`src/rtl/vga_cmd_pkg.sv`:
```
// rtl/vga_cmd_pkg.sv - opcodes, FSM states and default colours for vga_cmd_proc
package vga_cmd_pkg;

  // Opcode bytes double as the active-command encoding; CMD_NONE is also the NOP byte.
  typedef enum logic [7:0] {
    CMD_NONE      = 8'h00,
    CMD_LOAD_FONT = 8'h80,
    CMD_PIXDATA   = 8'h81,
    CMD_SET_FG    = 8'h82,
    CMD_SET_BG    = 8'h83
  } cmd_e;

  typedef enum logic {
    ST_READY   = 1'b0,
    ST_PROCESS = 1'b1
  } state_e;

  localparam logic [11:0] DEF_FG = 12'hFF0;
  localparam logic [11:0] DEF_BG = 12'h208;

  function automatic logic [7:0] sat_inc8(input logic [7:0] v);
    return (v == 8'hFF) ? v : v + 8'd1;
  endfunction

endpackage

```
`src/rtl/vga_color_latch.sv`:
```
// rtl/vga_color_latch.sv - R/G shadow bytes with atomic {R,G,B} commit on the B byte
module vga_color_latch #(
  parameter int                   COLOR_W   = 4,
  parameter logic [3*COLOR_W-1:0] RESET_VAL = '0
) (
  input  logic                   clk,
  input  logic                   nrst,
  input  logic                   abort,
  input  logic                   byte_we,
  input  logic [1:0]             byte_idx,
  input  logic [COLOR_W-1:0]     byte_data,
  output logic [3*COLOR_W-1:0]   color
);

  logic [COLOR_W-1:0] sh_r;
  logic [COLOR_W-1:0] sh_g;

  always_ff @(posedge clk) begin
    if (nrst) begin
      sh_r  <= '0;
      sh_g  <= '0;
      color <= RESET_VAL;
    end else if (abort) begin
      sh_r <= '0;
      sh_g <= '0;
    end else if (byte_we) begin
      case (byte_idx)
        2'd0:    sh_r  <= byte_data;
        2'd1:    sh_g  <= byte_data;
        2'd2:    color <= {sh_r, sh_g, byte_data};
        default: ;
      endcase
    end
  end

endmodule

```
`src/rtl/vga_cmd_proc.sv`:
```
// rtl/vga_cmd_proc.sv - byte-stream command processor for the VGA pixel/colour/font registers; VGA_CMD_TIMEOUT_EN adds a stall timeout
module vga_cmd_proc
  import vga_cmd_pkg::*;
#(
  parameter int                   PIX_BYTES   = 1,
  parameter int                   FONT_ADDR_W = 12,
  parameter int                   COLOR_W     = 4,
  parameter logic [3*COLOR_W-1:0] FG_RESET    = DEF_FG,
  parameter logic [3*COLOR_W-1:0] BG_RESET    = DEF_BG,
  parameter int                   TIMEOUT_W   = 20
) (
  input  logic                     clk,
  input  logic                     nrst,
  input  logic                     in_valid,
  input  logic [7:0]               in_data,
  output logic                     in_rd,
  output logic [8*PIX_BYTES-1:0]   pixreg,
  output logic [3*COLOR_W-1:0]     fg_color,
  output logic [3*COLOR_W-1:0]     bg_color,
  output logic                     font_we,
  output logic [FONT_ADDR_W-1:0]   font_addr,
  output logic [7:0]               font_wdata,
  output logic                     busy,
  output logic [7:0]               err_cnt
);

  localparam int PIX_W = 8 * PIX_BYTES;
  localparam int CNT_W = (FONT_ADDR_W > 8) ? FONT_ADDR_W : 8;
  localparam logic [CNT_W-1:0] PIX_LAST  = CNT_W'(PIX_BYTES - 1);
  localparam logic [CNT_W-1:0] FONT_LAST = CNT_W'((1 << FONT_ADDR_W) - 1);
  localparam logic [CNT_W-1:0] COL_LAST  = CNT_W'(2);

  state_e             st;
  state_e             st_nxt;
  cmd_e               active_cmd;
  logic [CNT_W-1:0]   cnt;
  logic [7:0]         data_q;
  logic [PIX_W-1:0]   pix_sh;
  logic [PIX_W-1:0]   pix_next;
  logic               proc;
  logic               fg_we;
  logic               bg_we;
  logic               timeout_abort;

  always_ff @(posedge clk) begin
    if (nrst) st <= ST_READY;
    else      st <= st_nxt;
  end

  always_comb begin
    st_nxt = st;
    in_rd  = 1'b0;
    case (st)
      ST_READY: begin
        if (in_valid && !nrst) begin
          in_rd  = 1'b1;
          st_nxt = ST_PROCESS;
        end
      end
      ST_PROCESS: st_nxt = ST_READY;
      default:    st_nxt = ST_READY;
    endcase
  end

  assign proc       = (st == ST_PROCESS);
  assign busy       = (active_cmd != CMD_NONE);
  assign font_we    = proc && (active_cmd == CMD_LOAD_FONT);
  assign font_addr  = cnt[FONT_ADDR_W-1:0];
  assign font_wdata = data_q;
  assign fg_we      = proc && (active_cmd == CMD_SET_FG);
  assign bg_we      = proc && (active_cmd == CMD_SET_BG);

  // Shift in MSB byte first; the oldest byte falls off the top.
  always_comb begin
    pix_next      = pix_sh << 8;
    pix_next[7:0] = data_q;
  end

  always_ff @(posedge clk) begin
    if (nrst) begin
      active_cmd <= CMD_NONE;
      cnt        <= '0;
      data_q     <= '0;
      pix_sh     <= '0;
      pixreg     <= '0;
      err_cnt    <= '0;
    end else begin
      if (in_rd) data_q <= in_data;
      if (timeout_abort) begin
        active_cmd <= CMD_NONE;
        cnt        <= '0;
        pix_sh     <= '0;
        err_cnt    <= sat_inc8(err_cnt);
      end else if (proc) begin
        case (active_cmd)
          CMD_NONE: begin
            cnt <= '0;
            case (data_q)
              CMD_NONE:      ;
              CMD_LOAD_FONT: active_cmd <= CMD_LOAD_FONT;
              CMD_PIXDATA:   active_cmd <= CMD_PIXDATA;
              CMD_SET_FG:    active_cmd <= CMD_SET_FG;
              CMD_SET_BG:    active_cmd <= CMD_SET_BG;
              default:       err_cnt    <= sat_inc8(err_cnt);
            endcase
          end
          CMD_LOAD_FONT: begin
            if (cnt == FONT_LAST) begin
              cnt        <= '0;
              active_cmd <= CMD_NONE;
            end else begin
              cnt <= cnt + CNT_W'(1);
            end
          end
          CMD_PIXDATA: begin
            pix_sh <= pix_next;
            if (cnt == PIX_LAST) begin
              pixreg     <= pix_next;
              cnt        <= '0;
              active_cmd <= CMD_NONE;
            end else begin
              cnt <= cnt + CNT_W'(1);
            end
          end
          CMD_SET_FG, CMD_SET_BG: begin
            if (cnt == COL_LAST) begin
              cnt        <= '0;
              active_cmd <= CMD_NONE;
            end else begin
              cnt <= cnt + CNT_W'(1);
            end
          end
          default: begin
            cnt        <= '0;
            active_cmd <= CMD_NONE;
          end
        endcase
      end
    end
  end

`ifdef VGA_CMD_TIMEOUT_EN
  // Abort on the edge where the idle count would reach all-ones.
  localparam logic [TIMEOUT_W-1:0] TO_NEAR = ~TIMEOUT_W'(1);

  logic [TIMEOUT_W-1:0] to_cnt;
  logic                 to_idle;

  assign to_idle       = busy && (st == ST_READY) && !in_valid;
  assign timeout_abort = to_idle && (to_cnt == TO_NEAR);

  always_ff @(posedge clk) begin
    if (nrst || !busy || in_rd || timeout_abort) to_cnt <= '0;
    else if (to_idle)                            to_cnt <= to_cnt + TIMEOUT_W'(1);
  end
`else
  assign timeout_abort = (TIMEOUT_W < 0);
`endif

  vga_color_latch #(
    .COLOR_W   (COLOR_W),
    .RESET_VAL (FG_RESET)
  ) u_fg (
    .clk       (clk),
    .nrst      (nrst),
    .abort     (timeout_abort),
    .byte_we   (fg_we),
    .byte_idx  (cnt[1:0]),
    .byte_data (data_q[COLOR_W-1:0]),
    .color     (fg_color)
  );

  vga_color_latch #(
    .COLOR_W   (COLOR_W),
    .RESET_VAL (BG_RESET)
  ) u_bg (
    .clk       (clk),
    .nrst      (nrst),
    .abort     (timeout_abort),
    .byte_we   (bg_we),
    .byte_idx  (cnt[1:0]),
    .byte_data (data_q[COLOR_W-1:0]),
    .color     (bg_color)
  );

endmodule
```
`config.mk`:
```
export PLATFORM = sky130hd
export DESIGN_NAME = vga_cmd_proc
export DESIGN_NICKNAME = d
export VERILOG_FILES = /design/src/rtl/vga_cmd_pkg.sv /design/src/rtl/vga_color_latch.sv /design/src/rtl/vga_cmd_proc.sv
export SDC_FILE = /design/constraint.sdc
export NUM_CORES = 1
export LEC_CHECK = 0
export BUFFER_PORTS_ARGS = -buffer_cell sky130_fd_sc_hd__buf_2
export CAP_MARGIN = 0
export CELL_PAD_IN_SITES_DETAIL_PLACEMENT = 1
export CELL_PAD_IN_SITES_GLOBAL_PLACEMENT = 2
export CORE_MARGIN = 8
export CORE_UTILIZATION = 30
export CTS_BUF_LIST = sky130_fd_sc_hd__clkbuf_4
export CTS_CLUSTER_DIAMETER = 150
export DETAILED_ROUTE_END_ITERATION = 10
export PLACE_DENSITY = 0.86
export SLEW_MARGIN = 20
export SYNTH_ARGS = -nofsm -noshare
export SYNTH_HDL_FRONTEND = slang
export SYNTH_SLANG_ARGS = --single-unit
```
`constraint.sdc`:
```
create_clock -name clk -period 2.9 [get_ports clk]
set_clock_uncertainty 0.2 [all_clocks]
set_input_delay 0.58 -clock clk [delete_from_list [all_inputs] [get_ports clk]]
set_output_delay 0.58 -clock clk [all_outputs]
set_load 0.01 [all_outputs]
```
==> results of run 1 <==
-- layer usage --
metal  global-route usage (%)  share of wire [%]  routed length [um]
met1                     16.2                 47                4580
met2                     22.4                 46                4480
met3                     2.87                5.3                 510
met4                     5.48                1.4                 132
met5                        0                  0                   0
-- how the worst max path moves through the flow --
stage / from / endpoint / slack [ns] / cells after the start
2_1_floorplan: nrst / in_rd / 0.73 / 4
3_3_place_gp: font_addr[0] / font_addr[7] / 0.57 / 6
3_5_place_dp: font_addr[0] / pixreg[2] / 0.51 / 6
4_1_cts: active_cmd[7] / font_we / 0.44 / 3
5_1_grt: font_addr[0] / pixreg[2] / 0.27 / 6
6_report: font_addr[0] / pixreg[2] / 0.47 / 6
-- cells in the mapped netlist (all sizes together) (9+ instances only) --
cell type  count  area, um2
nand3         25        130
nor2          26       97.6
nand2b        11       68.8
nor4          11       75.1
nand3b        11       82.6
inv            9       33.8
a21oi         33        165
clkbuf        21       78.8
mux2i         10        100
dfxtp         80       1600
nand2         98        368
o21ai         17       85.1
-- worst max-delay path, delay by kind of cell (launching register included) --
family / cells / cell delay, ns
flip-flops: 1 / 0.40
multiplexers: 1 / 0.25
buffers and inverters: 1 / 0.10
adder cells (fa/ha/maj): 1 / 0.40
AND/OR/NAND/NOR: 3 / 0.93
-- cell type report --
class,instances,share of cell area (%)
clock buffers,10,1.87
multi-input cells,299,40.6
repair buffers,82,10.8
inverters,9,0.843
well taps,140,4.37
clock inverters,6,1.50
diodes,1,0.0625
flip-flops and latches,80,40.0
-- power breakdown --
group          internal [mW]  leakage [nW]  switching (mW)
logic                 0.0404         0.922          0.0714
registers               1.11         0.646          0.0125
clock network          0.269        0.0738           0.396
total                   1.42          1.64           0.480
-- registers in the layout (all words and copies together), names as in the netlist --
name / flops
active_cmd: 3
u_fg.sh_g: 4
u_fg.color: 12
font_wdata: 8
u_bg.sh_r: 4
proc: 1
err_cnt: 8
u_fg.sh_r: 4
font_addr: 12
u_bg.color: 12
u_bg.sh_g: 4
pixreg: 8
-- layout by cell type, fill, tap and decap left out, drive strengths merged, types with 2 or more instances in the layout --
| master | synthesis | final |
|---|---|---|
| or4 | 2 | 2 |
| buf | 5 | 82 |
| a21oi | 33 | 33 |
| inv | 9 | 9 |
| nand2b | 11 | 11 |
| nor2 | 26 | 26 |
| xnor2 | 7 | 7 |
| dfxtp | 80 | 80 |
| nand3 | 25 | 25 |
| ha | 5 | 5 |
| o22ai | 4 | 4 |
| mux2i | 10 | 10 |
| nand4 | 3 | 3 |
| nand2 | 98 | 98 |
| nor3b | 4 | 4 |
| a21o | 4 | 4 |
| clkinv | 0 | 4 |
| clkbuf | 21 | 10 |
| o211ai | 2 | 2 |
| and4 | 2 | 2 |
| or3 | 2 | 2 |
| o21ai | 17 | 17 |
| nand3b | 11 | 11 |
| a211oi | 2 | 2 |
| and2 | 4 | 4 |
| or2 | 2 | 2 |
| nor3 | 5 | 5 |
| nor4 | 11 | 11 |
-- cells by family after synthesis --
kind of cell | after synthesis
AND/OR/NAND/NOR | 208
XOR/XNOR | 8
buffers and inverters | 35
adder cells (fa/ha/maj) | 5
flip-flops | 80
multiplexers | 10
AO/OA/AOI/OAI | 68
==> results.md, run 1 <==
- Mapped Cells: 414
- H-tree depth: 3
- Critical Path RT: between 2 and 3 ns
- Initial antenna violation count: 1
- RSZ-0062 raised after global routing: no
- Asr flop ratio synth: 0%
- Rel. slew slack: 51.6%
- Slew Viols, Final: 0
- Vias in the first global route: 3,185
- P per Cell Area: about 470 mW/mm2
- Final worst slack: approximately 0.47 ns
- Total GRT Usage: 13.3%
- Core ar.: 0.0109 mm2
- FF-to-FF End: pixreg[2]
- Actual slew at the worst max-slew pin: 0.726 ns
- Area share of fa/ha/maj cells after synthesis: 1.85%
- Max rail drop VDD: about 0.16 mV
- Routed WL per cell: 15.5 um
- Pre-CTS setup slack: 0.508 ns
- Area after DPL: 0.00387 mm2
- Outcome: complete, no violations
- Total CTS buffers: 9
- Area grow syn2layout: 18.6%
- DRC errors left: 0
- Cts repair resizes: 0
- CP max-delay cell: or3b_1
- Min-Delay Startpoint: in_data[6]
- Max_cap viols: 0
- Max Freq: 412 MHz
- Leak Pwr: around 1.6 nW
- Nets: 497
- Fin crit share: 83.7%
- Fin cells: approximately 630
- Largest family of logic cells by synthesized area: simple AND/OR/NAND/NOR gates
- Worst skew pair latency: about 0.42 ns
- Syn. warnings: 0
- Mux cell area share after synthesis: under 10%
- Bufs on Longest Clock Path: 2
- FF+latch count, synth: 80
- Synthesized Nets: 430
- Die Y: 122 um
- Via count: just over 3,000
- Yosys cell types: 42
- First-pass GRT wire length: between 15,000 and 20,000 um
- Placed Instances: 610
- Crit Reg-Reg Startpoint: font_addr[0]
- Worst Path Arrival: approximately 2.5 ns
- Synth Cell Area: 0.00338 mm2
- Die ar.: about 0.015 mm2
- CTS tree: done
- Hold Fails Final Rpt: 0
- GRT Residual Overflow: 0
- Initial DRC Count: 151
- Initial core utilization: 30.9%
- Synth Flop Type: dfxtp_1
- CP max FO: 11
- Synth Area in Compound Gates: 11.8%
- Share of post-route cells with drive strength above 1: between 20% and 30%
- Seq/Total Area, Yosys: between 40% and 50%
- CTS sink count: 80
- Clock root cell: clkbuf_4
- Vias/cell: 4.92
- Number of fillers in the final layout: 1,370
- DRT Wirelength: 9700 um
- Setup Crit Path Kind: reg -> reg
- Pin count of the biggest net entering global routing: 74
- Worst setup EP type: flip-flop
- Detailed Place HPWL: 7000 um
- Hold path cells: 3
- Final setup vio count: 0
- Cell Chain, Critical Path: inv_1 -> ha_1 -> and4_1 -> or3b_1 -> mux2i_1 -> nor2_1
- Post-synth EDFFs: 0
- Hold EP: font_wdata[6]
- Num rows: 38
- Fin area: 0.00401 mm2
- RePlAce Congestion: 0.757
- FF-to-FF path depth: 6
- Post-Synth Simple-Gate Area: 29.4%
- Register area: 0.00160 mm2
- Die width: 122 um
- Power consumption: between 1.5 and 2 mW
- Total setup buffers inserted after CTS: 0
- Clk slew on worst S/H paths: 0.14 ns
- Final core occ: 36.6%
- CP startpoint kind: flip-flop
- Detail Route Antenna Nets: 0
- Crit-path max cell delay: 0.58 ns
- CTS Hold Bufs: 0
- Syn Area/Cell: approximately 8 um2
- Multi-input gate area: 0.00163 mm2
- Initial DRT Pass Iterations: 4
- # IOs: 74
- FF-to-FF setup slack: 0.47 ns
- Period minus WS final: 2.43 ns
- IO buf count: between 70 and 80
- Final TNS setup: 0 ns
- Tightest Hold Check Type: in -> reg
- Hold Slack: roughly 0.15 ns
- Xor/xnor cell area share of the yosys netlist: 2.07%
Note: power is estimated with default switching activity, not from simulation.
==> run 2, diff against run 1 <==
Settings changed: CORE_UTILIZATION 30 to 29, PLACE_DENSITY 0.86 to 0.87.
Clock period 2.9 ns to 2 ns, I/O delays scaled along.
==> run 2 against run 1 <==
Against the previous run:
- non-clock buffer count rose by 47
- critical endpoint is now font_addr[8]
- via count rose by 8.2%
- critical path type unchanged
- register-to-register slack got worse by 0.51 ns
- cell count rose by 8.0%
- worst hold slack improved by 0.066 ns
- global-route usage rose by 0.61 points
- wire length rose by 12%
- flip-flop and latch count did not move
- the run now ends with setup timing left
- total power rose by 49%
- utilization rose by 3.9 points
- combinational power rose by 89%
- clock power rose by 50%
==> results.md, run 2 (synthesis gave the netlist of run 1 again) <==
- Final setup vio count: 5 (was 0)
- IO buf count: 73 (unchanged)
- Setup Crit Path Kind: reg -> reg (unchanged)
- Commonest non-fill, non-tap cell in the layout: nand2_1 (unchanged)
- Actual slew at the worst max-slew pin: 0.435 ns (was 0.726 ns)
- Worst setup EP type: flip-flop (unchanged)
- Fin area: 0.00461 mm2 (was 0.00401 mm2)
- H-tree depth: 3 (unchanged)
- First-pass GRT wire length: 17,000 um (was 16,100 um)
- Slew Viols, Final: 0 (unchanged)
- Initial core utilization: 29.7% (was 30.9%)
- Initial DRT Pass Iterations: 4 (unchanged)
- Critical Path RT: 2.14 ns (was 2.98 ns)
- Vias in the first global route: 3,415 (was 3,185)
- Via count: 3,336 (was 3,082)
- Pin count of the biggest net entering global routing: 32 (was 74)
- Routed WL per cell: 16.0 um (was 15.5 um)
- Leak Pwr: 1.95 nW (was 1.64 nW)
- Share of post-route cells with drive strength above 1: 32.5% (was 21.4%)
- Max Freq: 491 MHz (was 412 MHz)
- Total CTS buffers: 9 (unchanged)
- Number of fillers in the final layout: 1,376 (was 1,370)
- CTS sink count: 80 (unchanged)
- Worst skew pair latency: 0.44 ns (was 0.42 ns)
- Nets: 544 (was 497)
- RePlAce Congestion: 0.831 (was 0.757)
- Max_cap viols: 0 (unchanged)
- Clk slew on worst S/H paths: 0.14 ns (about the same)
- Fin crit share: 102% (was 83.7%)
- CTS tree: done (unchanged)
- CP startpoint kind: flip-flop (unchanged)
- P per Cell Area: 615 mW/mm2 (was 474 mW/mm2)
- CP max FO: 7 (was 11)
- Core ar.: 0.0114 mm2 (was 0.0109 mm2)
- Num rows: 39 (was 38)
- Die width: 124 um (was 122 um)
- Area after DPL: 0.00411 mm2 (was 0.00387 mm2)
- Max rail drop VDD: 0.250 mV (was 0.164 mV)
- # IOs: 74 (unchanged)
- Most frequent cells in the layout: nand2_1 (96), dfxtp_1 (72), buf_2 (72), buf_4 (41), a21oi_1 (33) (was nand2_1 (98), dfxtp_1 (80), buf_2 (73), a21oi_1 (33), nor2_1 (26))
- RSZ-0062 raised after global routing: yes (was no)
- Initial DRC Count: 156 (was 151)
- Total GRT Usage: 13.9% (was 13.3%)
- Detail Route Antenna Nets: 0 (unchanged)
- Bufs on Longest Clock Path: 2 (unchanged)
- Violated checks: setup timing
- Initial antenna violation count: 1 (unchanged)
- Worst Path Arrival: 2.17 ns (was 2.51 ns)
- Vias/cell: 4.93 (was 4.92)
- Die Y: 124 um (was 122 um)
- GRT Residual Overflow: 0 (unchanged)
- Pre-CTS setup slack: -0.0363 ns (was 0.508 ns)
- Area grow syn2layout: 36.5% (was 18.6%)
- Period minus WS final: 2.04 ns (was 2.43 ns)
- Clock root cell: clkbuf_4 (unchanged)
- DRT Wirelength: 10,800 um (was 9700 um)
- Outcome: finished, violations left (was complete, no violations)
- Power consumption: 2.83 mW (was 1.90 mW)
- Rel. slew slack: 71.0% (was 51.6%)
- DRC errors left: 0 (unchanged)
- Final worst slack: -0.0378 ns (was 0.473 ns)
- Die ar.: 0.0154 mm2 (was 0.0149 mm2)
- Hold Fails Final Rpt: 0 (unchanged)
- Detailed Place HPWL: 7510 um (was 7000 um)
- Tightest Hold Check Type: in -> reg (unchanged)
run 2: report_power, final:
| part | switching (mW) | internal (mW) |
|---|---|---|
| Sequential | 0.0131 | 1.60 |
| Clock | 0.592 | 0.411 |
| Combinational | 0.122 | 0.0907 |
run 2: per-stage QoR:
step | TNS [ns] | utilization, % | hold slack [ns] | instances
after floorplan | 0 | - | 0.232 | 414
after global placement | 0 | 36.2 | 0.242 | 643
after detailed placement | -0.172 | 36.2 | 0.248 | 643
after CTS | -0.0285 | 39.2 | 0.190 | 671
after global routing | -1.09 | 40.5 | 0.210 | 677
final | -0.132 | 40.5 | 0.220 | 677
run 2: final timing paths:
kind	cells past startpoint	endpoint	from	slack (ns)
worst max-delay path	7	font_addr[8]	font_addr[1]	-0.04
worst max register to register	7	font_addr[8]	font_addr[1]	-0.04
worst min register to register	2	u_bg.color[7]	u_bg.sh_g[3]	0.26
worst min-delay path	3	pixreg[4]	nrst	0.22
run 2: worst max-delay path, cell delays in order (launching register included):
cell and delay (ns):
dfxtp_2 0.39, buf_6 0.11, ha_4 0.14, nand3_4 0.07
o41ai_4 0.38, o221a_4 0.31, nor4_1 0.07, a211o_1 0.26
run 2: area by class of cell:
class / count / area [um2] / share of cell area [%]
Clock inverter: 5 / 56.3 / 1.22
Timing Repair Buffer: 129 / 841 / 18.2
Clock buffer: 11 / 82.6 / 1.79
Antenna cell: 1 / 2.50 / 0.0543
Tap cell: 143 / 179 / 3.88
Multi-Input combinational cell: 299 / 1790 / 38.9
Sequential cell: 80 / 1620 / 35.2
Inverter: 9 / 33.8 / 0.733
run 2: repair_timing:
action / 4_1_cts / 5_1_grt
gates cloned: 0 / 0
hold buffers: 9 / 0
resized for setup: 23 / 29
setup buffers: 4 / 6
pin swaps: 2 / 17
setup endpoints to repair: 16 / 29
endpoints found under the hold margin: 9 / 0
run 2: per-layer routing:
metal	routed length, um	global-route usage [%]
met1	4720	16.4
met2	5360	23.8
met3	581	2.81
met4	155	6.62
met5	0	0
==> run 3, diff against run 2 <==
Settings changed: ABC_CLOCK_PERIOD_IN_PS from default to 2000, CORE_ASPECT_RATIO from default to 0.5.
==> run 3 against run 2 <==
Against the previous run:
- the run now ends clean
- register-to-register slack improved by 0.06 ns
- non-clock buffer count decreased by 7
- clock power decreased by 14%
- die area increased by 1.4%
- cell count increased by 1.3%
- worst hold slack got worse by 0.15 ns
- global-route usage decreased by 0.86 points
- critical path type unchanged
- critical endpoint is now pixreg[4]
- largest cell class unchanged
- largest power group unchanged
- highest routed layer unchanged
==> results.md, run 3 (synthesis gave the netlist of run 1 again) <==
- Bufs on Longest Clock Path: 2 (unchanged)
- Die width: 169 um (was 124 um)
- Crit Reg-Reg Startpoint: font_addr[4] (was font_addr[1])
- Hold Fails Final Rpt: 0 (unchanged)
- Share of post-route cells with drive strength above 1: 31.6% (was 32.5%)
- DRC errors left: 0 (unchanged)
- Routed WL per cell: 15.1 um (was 16.0 um)
- # IOs: 74 (unchanged)
- RSZ-0062 raised after global routing: yes (unchanged)
- Cell Chain, Critical Path: nor4_4 -> and4_4 -> or3b_4 -> mux2i_1 -> nor2_1 (was buf_6 -> ha_4 -> nand3_4 -> o41ai_4 -> o221a_4 -> nor4_1 -> a211o_1)
- Actual slew at the worst max-slew pin: 0.601 ns (was 0.435 ns)
- Hold Slack: 0.0718 ns (was 0.220 ns)
- Detailed Place HPWL: 7260 um (was 7510 um)
- DRT Wirelength: 10,400 um (was 10,800 um)
- Worst skew pair latency: 0.44 ns (about the same)
- Die ar.: 0.0156 mm2 (was 0.0154 mm2)
- H-tree depth: 3 (unchanged)
- Slew Viols, Final: 0 (unchanged)
- Total GRT Usage: 13.1% (was 13.9%)
- Total CTS buffers: 9 (unchanged)
- Area grow syn2layout: 33.1% (was 36.5%)
- CTS tree: done (unchanged)
- CP max-delay cell: or3b_4 (was dfxtp_2)
- FF-to-FF path depth: 5 (was 7)
- CP Launch Point: font_addr[4] (was font_addr[1])
- Setup Crit Path Kind: reg -> reg (unchanged)
- Fin cells: 686 (was 677)
- Period minus WS final: 1.97 ns (was 2.04 ns)
- RePlAce Congestion: 0.750 (was 0.831)
- Initial DRC Count: 164 (was 156)
- Final setup vio count: 0 (was 5)
- Final core occ: 40.2% (was 40.5%)
- P per Cell Area: 595 mW/mm2 (was 615 mW/mm2)
- Die Y: 92.3 um (was 124 um)
- First-pass GRT wire length: 16,500 um (was 17,000 um)
- CTS sink count: 80 (unchanged)
- Initial antenna violation count: 0 (was 1)
- Leak Pwr: 1.89 nW (was 1.95 nW)
- Min-Delay Startpoint: nrst (unchanged)
- Max rail drop VDD: 0.238 mV (was 0.250 mV)
- Worst Path Arrival: 2.10 ns (was 2.17 ns)
- Vias in the first global route: 3,273 (was 3,415)
- Core ar.: 0.0112 mm2 (was 0.0114 mm2)
- Critical Path RT: 2.13 ns (was 2.14 ns)
- Max Freq: 506 MHz (was 491 MHz)
- Outcome: complete, no violations (was finished, violations left)
- Initial DRT Pass Iterations: 4 (unchanged)
- IO buf count: 73 (unchanged)
- Clk slew on worst S/H paths: 0.13 ns (was 0.14 ns)
- Rel. slew slack: 59.9% (was 71.0%)
- Tightest Hold Check Type: in -> reg (unchanged)
- CP startpoint kind: flip-flop (unchanged)
- Placed Instances: 656 (was 643)
- Initial core utilization: 30.2% (was 29.7%)
- Num rows: 27 (was 39)
- Worst setup EP type: flip-flop (unchanged)
- GRT Residual Overflow: 0 (unchanged)
- CP max FO: 8 (was 7)
- Hold path cells: 2 (was 3)
- Most frequent cells in the layout: nand2_1 (96), buf_2 (72), dfxtp_1 (67), buf_4 (38), a21oi_1 (33) (was nand2_1 (96), dfxtp_1 (72), buf_2 (72), buf_4 (41), a21oi_1 (33))
- Via count: 3,204 (was 3,336)
- Crit-path max cell delay: 0.48 ns (was 0.39 ns)
- Detail Route Antenna Nets: 0 (unchanged)
- Max_cap viols: 0 (unchanged)
- Nets: 537 (was 544)
- Fin crit share: 98.7% (was 102%)
- Clock root cell: clkbuf_4 (unchanged)
- Commonest non-fill, non-tap cell in the layout: nand2_1 (unchanged)
- Final TNS setup: 0 ns (was -0.132 ns)
- Pin count of the biggest net entering global routing: 61 (was 32)
- Vias/cell: 4.67 (was 4.93)
[run 3: cell types whose count changed in the layout (fill, tap and decap cells not counted), sizes merged]
| cell | change |
|---|---|
| clkbuf | -1 |
| clkinvlp | +1 |
| bufinv | -1 |
| buf | -7 |
| clkinv | +1 |
[run 3: layout make-up]
| type | instances | area (um2) |
|---|---|---|
| repair buffers | 122 | 769 |
| inverters | 9 | 33.8 |
| well taps | 159 | 199 |
| clock inverters | 6 | 35.0 |
| multi-input cells | 299 | 1750 |
| clock buffers | 10 | 75.1 |
| flip-flops and latches | 80 | 1630 |
| fillers | 1374 | 6690 |
| diodes | 1 | 2.50 |
[run 3: what timing repair did]
item                                    4_1_cts  5_1_grt
setup buffers                                 1        4
hold endpoints to repair                      9        0
pin swaps                                     3        8
gates resized for setup                      18       26
endpoints found under the setup margin       12       38
hold buffers                                  9        0
[run 3: report_power, final]
part	total (mW)	leakage (nW)	internal (mW)	switching, mW
sequential	1.62	0.654	1.60	0.0134
combinational	0.200	1.17	0.0831	0.117
clock	0.858	0.0640	0.264	0.594
[run 3: worst paths after layout]
kind                   endpoint  slack (ns)
setup / recovery      pixreg[4]        0.03
hold / removal       err_cnt[6]        0.07
setup reg to reg      pixreg[4]        0.03
hold reg to reg   u_bg.color[8]        0.26
[run 3: layer usage]
metal | GRT usage (%) | up-vias | share of wire, %
met5 | 0 | - | 0
met4 | 4.80 | 0 | 0.76
met3 | 3.68 | 6 | 3.7
met2 | 22.6 | 39 | 49
met1 | 15.4 | 1538 | 47
li1 | - | 1621 | -
[run 3: stage by stage]
stage | area (um2) | power, mW | setup slack [ns]
2_1_floorplan | 3390 | 1.76 | 0.00833
3_3_place_gp | 4110 | 1.83 | -0.0116
3_5_place_dp | 4110 | 1.83 | -0.0710
4_1_cts | 4390 | 2.70 | -0.00749
5_1_grt | 4490 | 2.78 | -0.0879
6_report | 4500 | 2.68 | 0.0256
[run 3: critical path: cells and delay by family (launching register included)]
family | cells | cell delay (ns)
flops | 1 | 0.38
mux | 1 | 0.19
simple gates | 4 | 1.08
